### src/rtl/mandelbrot_frame_sequencer.sv
// Frame sequencer: walks an X/Y raster, feeds one
// Mandelbrot engine and streams counts to the framebuffer.
module mandelbrot_frame_sequencer #(
  parameter int BITWIDTH = 11,
  parameter int CTRWIDTH = 7,
  parameter int OUTW     = 4,
  parameter int XW       = 8,
  parameter int YW       = 7
) (
  input  logic                clk,
  input  logic                rst_n,
  input  logic                start,
  input  logic                abort,
  input  logic [XW-1:0]       cfg_width,
  input  logic [YW-1:0]       cfg_height,
  input  logic [BITWIDTH-1:0] cr_origin,
  input  logic [BITWIDTH-1:0] ci_origin,
  input  logic [BITWIDTH-1:0] cr_step,
  input  logic [BITWIDTH-1:0] ci_step,
  output logic                eng_run,
  output logic [BITWIDTH-1:0] eng_cr,
  output logic [BITWIDTH-1:0] eng_ci,
  input  logic                eng_done,
  input  logic [CTRWIDTH-1:0] eng_ctr,
  output logic                pix_valid,
  input  logic                pix_ready,
  output logic [OUTW-1:0]     pix_data,
  output logic                pix_first,
  output logic                pix_last,
  output logic                busy,
  output logic                frame_done
);

  typedef enum logic [1:0] {
    IDLE,
    ISSUE,
    WAIT,
    OUT
  } state_t;

  state_t state;

  logic [XW-1:0]       x;
  logic [XW-1:0]       w_q;
  logic [YW-1:0]       y;
  logic [YW-1:0]       h_q;
  logic [BITWIDTH-1:0] cro_q;
  logic [BITWIDTH-1:0] crs_q;
  logic [BITWIDTH-1:0] cis_q;

  logic x_end;
  logic y_end;
  logic sat;
  logic empty;

  assign x_end = (x == w_q - XW'(1));
  assign y_end = (y == h_q - YW'(1));
  assign sat   = (eng_ctr >> OUTW) != '0;
  assign empty = (cfg_width == '0) ||
                 (cfg_height == '0);

  // eng_cr/eng_ci double as the coordinate accumulators
  always_ff @(posedge clk or negedge rst_n) begin
    if (!rst_n) begin
      state      <= IDLE;
      x          <= '0;
      y          <= '0;
      w_q        <= '0;
      h_q        <= '0;
      cro_q      <= '0;
      crs_q      <= '0;
      cis_q      <= '0;
      eng_run    <= 1'b0;
      eng_cr     <= '0;
      eng_ci     <= '0;
      pix_valid  <= 1'b0;
      pix_data   <= '0;
      pix_first  <= 1'b0;
      pix_last   <= 1'b0;
      busy       <= 1'b0;
      frame_done <= 1'b0;
    end else begin
      eng_run    <= 1'b0;
      frame_done <= 1'b0;
      if (abort) begin
        state     <= IDLE;
        busy      <= 1'b0;
        pix_valid <= 1'b0;
        pix_first <= 1'b0;
        pix_last  <= 1'b0;
      end else begin
        unique case (state)
          IDLE: begin
            if (start) begin
              w_q    <= cfg_width;
              h_q    <= cfg_height;
              cro_q  <= cr_origin;
              crs_q  <= cr_step;
              cis_q  <= ci_step;
              x      <= '0;
              y      <= '0;
              eng_cr <= cr_origin;
              eng_ci <= ci_origin;
              if (empty) begin
                frame_done <= 1'b1;
              end else begin
                state   <= ISSUE;
                busy    <= 1'b1;
                eng_run <= 1'b1;
              end
            end
          end
          ISSUE: begin
            state <= WAIT;
          end
          WAIT: begin
            if (eng_done) begin
              state     <= OUT;
              pix_valid <= 1'b1;
              pix_data  <= sat ? '1 :
                           eng_ctr[OUTW-1:0];
              pix_first <= (x == '0) &&
                           (y == '0);
              pix_last  <= x_end && y_end;
            end
          end
          OUT: begin
            if (pix_ready) begin
              pix_valid <= 1'b0;
              pix_first <= 1'b0;
              pix_last  <= 1'b0;
              if (pix_last) begin
                state      <= IDLE;
                busy       <= 1'b0;
                frame_done <= 1'b1;
              end else begin
                state   <= ISSUE;
                eng_run <= 1'b1;
                if (!x_end) begin
                  x      <= x + XW'(1);
                  eng_cr <= eng_cr + crs_q;
                end else begin
                  x      <= '0;
                  y      <= y + YW'(1);
                  eng_cr <= cro_q;
                  eng_ci <= eng_ci + cis_q;
                end
              end
            end
          end
        endcase
      end
    end
  end

endmodule

### config.mk
export PLATFORM = sky130hd
export DESIGN_NAME = mandelbrot_frame_sequencer
export DESIGN_NICKNAME = d
export VERILOG_FILES = /design/src/rtl/mandelbrot_frame_sequencer.sv
export SDC_FILE = /design/constraint.sdc
export NUM_CORES = 1
export LEC_CHECK = 0
export ABC_AREA = 1
export BUFFER_PORTS_ARGS = -buffer_cell sky130_fd_sc_hd__buf_2
export CAP_MARGIN = 20
export CORE_MARGIN = 4
export CORE_UTILIZATION = 31
export CTS_BUF_LIST = sky130_fd_sc_hd__clkbuf_8
export DETAILED_ROUTE_END_ITERATION = 10
export HOLD_SLACK_MARGIN = 0.05
export PLACE_DENSITY_LB_ADDON = 0.08
export SLEW_MARGIN = 20
export SYNTH_ARGS = -nofsm -noshare
export SYNTH_HDL_FRONTEND = slang
export SYNTH_SLANG_ARGS = --single-unit
### constraint.sdc
create_clock -name clk -period 2.5 [get_ports clk]
set_clock_uncertainty 0.05 [all_clocks]
set_input_delay 0.25 -clock clk [delete_from_list [all_inputs] [get_ports clk]]
set_output_delay 0.25 -clock clk [all_outputs]
set_load 0.05 [all_outputs]
# Word-level counts from Yosys, hierarchy flattened
# Index checks and enable logic that the tools add are counted.
# totals
regBits	97
input_bits	72
output_inout_bits	32
wordCells	113
# classes
n_addsub	6
eq_ne	14
n_mux	56
bitwise_logic	1
reduce_logical	19
# ops
op	n
11-bit two-way mux	8
11-bit one-hot mux with 2 select lines	2
8-bit two-way mux	4
7-bit two-way mux	4
1-bit two-way mux	23
11-bit adder	2
8-bit zero test	2
8-bit one-hot mux with 2 select lines	1
3-bit inequality test, second input constant	5
7-bit zero test	2
7-bit one-hot mux with 2 select lines	1
1-bit one-hot mux with 2 select lines	6
2-bit two-way mux	5
5-bit AND reduction	2
3-bit AND reduction	3
8-bit by 1-bit adder with 8-bit output, second input constant	1
8-bit == test	1
2-bit inequality test, second input constant	4
2-bit one-hot mux with 4 select lines	1
8-bit by 1-bit subtractor with 8-bit output, second input constant	1
7-bit by 1-bit adder with 7-bit output, second input constant	1
7-bit == test	1
7-bit nonzero test	1
7-bit by 1-bit subtractor with 7-bit output, second input constant	1
other kinds (11)	14

# Longest topological paths before layout
# logic_depth
word_depth	6
ltp_mapped	15

# Worst setup path before layout
# OpenSTA, ideal clock, no wires.
# synth_timing
path_kind	register to register
from	reg eng_ci[0]
to	reg eng_ci[8]
arrival_ns	1.956
t_required_ns	2.331
path_slack_ns	0.375
stages_incl_launch_ff	12
n_path_buf	0
synth_period_minus_slack_ns	2.125
path_cell_list	dfrtp_1 -> ha_1 -> inv_1 -> fa_1 -> o21bai_1 -> nand2_1 -> nand2_1 -> nand2_1 -> nand3_1 -> nand2_1 -> nand3_1 -> nand2_1
# synth_between
elab_chain_len	5
# synth_lines
item	line	text
from (decl)	22	output logic [BITWIDTH-1:0] eng_ci,
from (signal assigned)	103	eng_ci <= ci_origin;
from (signal assigned)	146	eng_ci <= eng_ci + cis_q;
11-bit adder	146	
11-bit two-way mux	139	if (!x_end) begin
11-bit two-way mux	132	if (pix_last) begin
11-bit two-way mux	128	if (pix_ready) begin
11-bit one-hot mux with 2 select lines	92	unique case (state)
# No other way between the ends. The select of a mux whose other input is x is not followed.
# A chain may end at the register's enable or synchronous reset.

# Final worst setup path
# layout_timing
from	reg state[0]
to	reg eng_cr[0]
# layout_between
elab_chain_len	3
word_cells_on_any_way	8
cone_classes	eq/ne (4); mux (1); reduce/logical (3)
# layout_lines
item	line	text
from (decl)	41	state_t state;
from (signal assigned)	65	state <= IDLE;
from (signal assigned)	86	state <= IDLE;
from (signal assigned)	107	state <= ISSUE;
2-bit == test / 2-bit zero test (equally long branches)	92	
2-bit inequality test (no source line) / 2-bit nonzero test (equally long branches)	--	
5-bit AND reduction (no source line)	--	
to (signal assigned)	102	eng_cr <= cr_origin;
to (signal assigned)	141	eng_cr <= eng_cr + crs_q;
to (signal assigned)	145	eng_cr <= cro_q;
to (decl)	21	output logic [BITWIDTH-1:0] eng_cr,
# Parallel ways exist; a longest one is shown, timed or not.

==> results.md <==
- Critical path class: reg2reg
- Antenna diodes: 0
- Crit end category: flip-flop
- Fin crit period: 2264 ps
- CTS Buf Count: 9
- Pre-CTS setup slack: 243.8 ps
- Slew headroom: 65.17%
- Mean area per synthesized cell: 7.753 sq um
- Fillers: around 2100
- First-pass GRT wire length: 28.80 mm
- Storage cell area: 2427 sq um
- Tot Pwr: 8.775 mW
- Worst R2R End: eng_cr[0]
- Placed insts: 1140
- Yosys warnings: 0
- Post-synth top area share: 39.73%
- Min-Delay Path Class: in2reg
- CP Max Fanout: 15
- Vias in the first global route: 5559
- I/O pin total: roughly 100
- Combined area of the multi-input logic cells: approximately 3200 sq um
- R2r startpoint: state[0]
- Final core occ: 37.88%
- WP data arrival: 2530 ps
- Placer Congestion: between 0.8 and 0.9
- Pre-antenna DRT Iters: 5
- DR DRC count: 0
- Most frequent cell after synthesis: nand2_1
- Fin Setup TNS: 0 ps
- Maximum vdd ir drop: 0.4450 mV
- WL/cell: 14.85 um
- Critical path startpoint category: flip-flop
- Tcrit/Tclk final: between 90% and 100%
- Top post-synthesis cells by area: dfrtp_1 (40%), nand2_1 (12%), ha_1 (6.1%), inv_1 (5.5%), nand3_1 (5.5%)
- Power Density: 1194 nW/um^2
- Area Growth Syn to Fin: 20.27%
- Gr busiest metal: met2
- Cells on worst reg2reg path: 9
- CTS tree: yes
- RSZ-0062 raised after global routing: no
- Global routing usage on met1: 23.12%
- Critical-path cell list: inv_1, ha_1, nor2_1, nand2_1, nor2_4, nand2_1, o21ai_0, inv_1, nand3_1
- Met2 usage: 25.78%
- GRT overflow: 0
- Max Fclk: 441.7 MHz
- Synthesized cell area: 6110 sq um
- Yosys reg bits: 97
- Setup bufs post-CTS: 0
- Final setup viols: 0
- Vias: 5541
- Horiz. Die Dim: between 100 and 150 um
- Hold Path End: cis_q[0]
- Slew Limit Fails: 0
- Dpl hpwl: 13.08 mm
- Root buffer cell: clkbuf_8
- GR Util All Layers: 16.19%
- Endpoints failing hold: 0
- Core Region: 19400 sq um
- Hold Startpoint: ci_step[0]
- Worst-case clock buffer depth: 2
- Hold path depth: 2
- Buffers added on ports: 103
- Crit path buffers/inverters: 2
- Clk_lat worst skew: between 300 and 400 ps
- Reg2reg setup slack: 240 ps
- Starting density of the core: 31.50%
- Synth top cells by count: nand2_1 (199), dfrtp_1 (97), inv_1 (90)
- Synthesized instance count: 788
- Fin area: 7348 sq um
- Status: finished, final reports clean
- Largest net degree at the start of global routing: 53
- Leak pwr: roughly 3.8 nW
- Nets: 1012
- Synth area leader: dfrtp_1
- GR Util met3: under 10%
- Initial antenna violation count: 0
- Post-synth EDFFs: 0
- Crit path largest cell delay: 420 ps
- Slew @ Worst Pin: 517.0 ps
- Share of post-route cells with drive strength above 1: 18.51%
- Seq/Total Area, Yosys: between 30% and 40%
- Worst EP required: 2770 ps
- Chip height: ~150 um
- Die area: 22020 sq um
- Top delay family on crit path: simple AND/OR/NAND/NOR gates
- CTS clk-pin slew, worst paths: between 100 and 150 ps
- Main synth FF type: dfrtp_1
- Iter 0 DRT Violations: around 330
- Via density: 4.704
- Remaining antenna violation count: 0
- CTS Sinks: 97
- Row count: 51
- Placed Instance Area: between 6000 and 7000 sq um
- DRT Wirelength: 17.49 mm
- PnR worst setup slack: 236.2 ps
- Synth cell types: 34
- Synth async-reset ratio: 100.0%
- H-tree levels: 3
- Max-cap violations: 0
- Min Hold Slack: 74.06 ps
- Slowest cell on the critical path: dfrtp_1
- Syn nets: 892
- Final non-filler cell total: around 1200
==> registers in the layout (all words and copies together), names as in the netlist, 2 cells and up <==
register  count
cis_q        11
cro_q        11
crs_q        11
eng_ci       11
eng_cr       11
h_q           7
pix_data      4
state         2
w_q           8
x             8
y             7
==> per-layer routing <==
layer / share of wire, % / wire length, um / vias up
li1: - / - / 2817
met1: 50 / 8820 / 2601
met2: 45 / 7839 / 111
met3: 4.0 / 692 / 12
met4: 0.81 / 141 / 0
met5: 0 / 0 / -
==> where the power goes <==
group	total, mW	internal [mW]	switching [mW]
Combinational	5.05	1.79	3.27
Clock	0.987	0.362	0.625
Sequential	2.73	2.20	0.537
Total	8.77	4.34	4.43
==> logic make-up (layout without fill, tap and decap cells) <==
group	after synthesis	after routing	synth area share, %
DFF	97	97	39.73
adders and majority gates	32	32	6.799
muxes	25	25	4.608
AOI/OAI and AO/OA	95	95	8.048
xor gates and xnor gates	36	36	5.161
buffers and inverters	121	246	7.966
and+or+nand+nor	382	382	27.69
==> worst max-delay path by stage <==
stage	start	to	slack (ps)	depth (start not counted)
global route	state[0]	eng_cr[2]	3	9
floorplan	eng_ci[0]	eng_ci[8]	370	11
finish	state[0]	eng_cr[0]	240	9
detailed placement	state[0]	eng_cr[7]	240	9
CTS	w_q[0]	y[0]	220	14
global placement	state[0]	eng_cr[1]	260	9
==> placed cells by master (no fill, tap or decap), drive strengths merged <==
cell type / synthesis / final
clkinv: 1 / 6
dlygate4sd3: 0 / 22
clkbuf: 11 / 9
nor3b: 1 / 1
nor3: 10 / 10
nand3: 67 / 67
ha: 30 / 30
xnor2: 12 / 12
a21oi: 31 / 31
fa: 2 / 2
nor4: 8 / 8
mux2: 25 / 25
or2: 2 / 2
o21ai: 58 / 58
buf: 18 / 116
o22ai: 1 / 1
a32o: 1 / 1
clkinvlp: 0 / 1
a31oi: 1 / 1
o21bai: 2 / 2
nand4: 28 / 28
inv: 91 / 92
a311oi: 1 / 1
nand2: 202 / 202
xor2: 24 / 24
nor2: 58 / 58
dfrtp: 97 / 97
nand3b: 6 / 6
==> what timing repair did <==
item | in CTS | in global routing
resized for setup | 0 | 1
hold endpoints to repair | 40 | 0
setup endpoints to repair | 0 | 13
hold buffers | 22 | 0
==> final cells by class <==
| cell class | count | area share (%) |
|---|---|---|
| sequential | 97 | 33.03 |
| inverter | 92 | 4.699 |
| tap | 265 | 4.512 |
| clock buffer | 9 | 1.686 |
| multi-input combinational | 570 | 43.74 |
| timing repair buffer | 138 | 11.71 |
| clock inverter | 7 | 0.6130 |
Note: power is estimated with default switching activity, not from simulation.
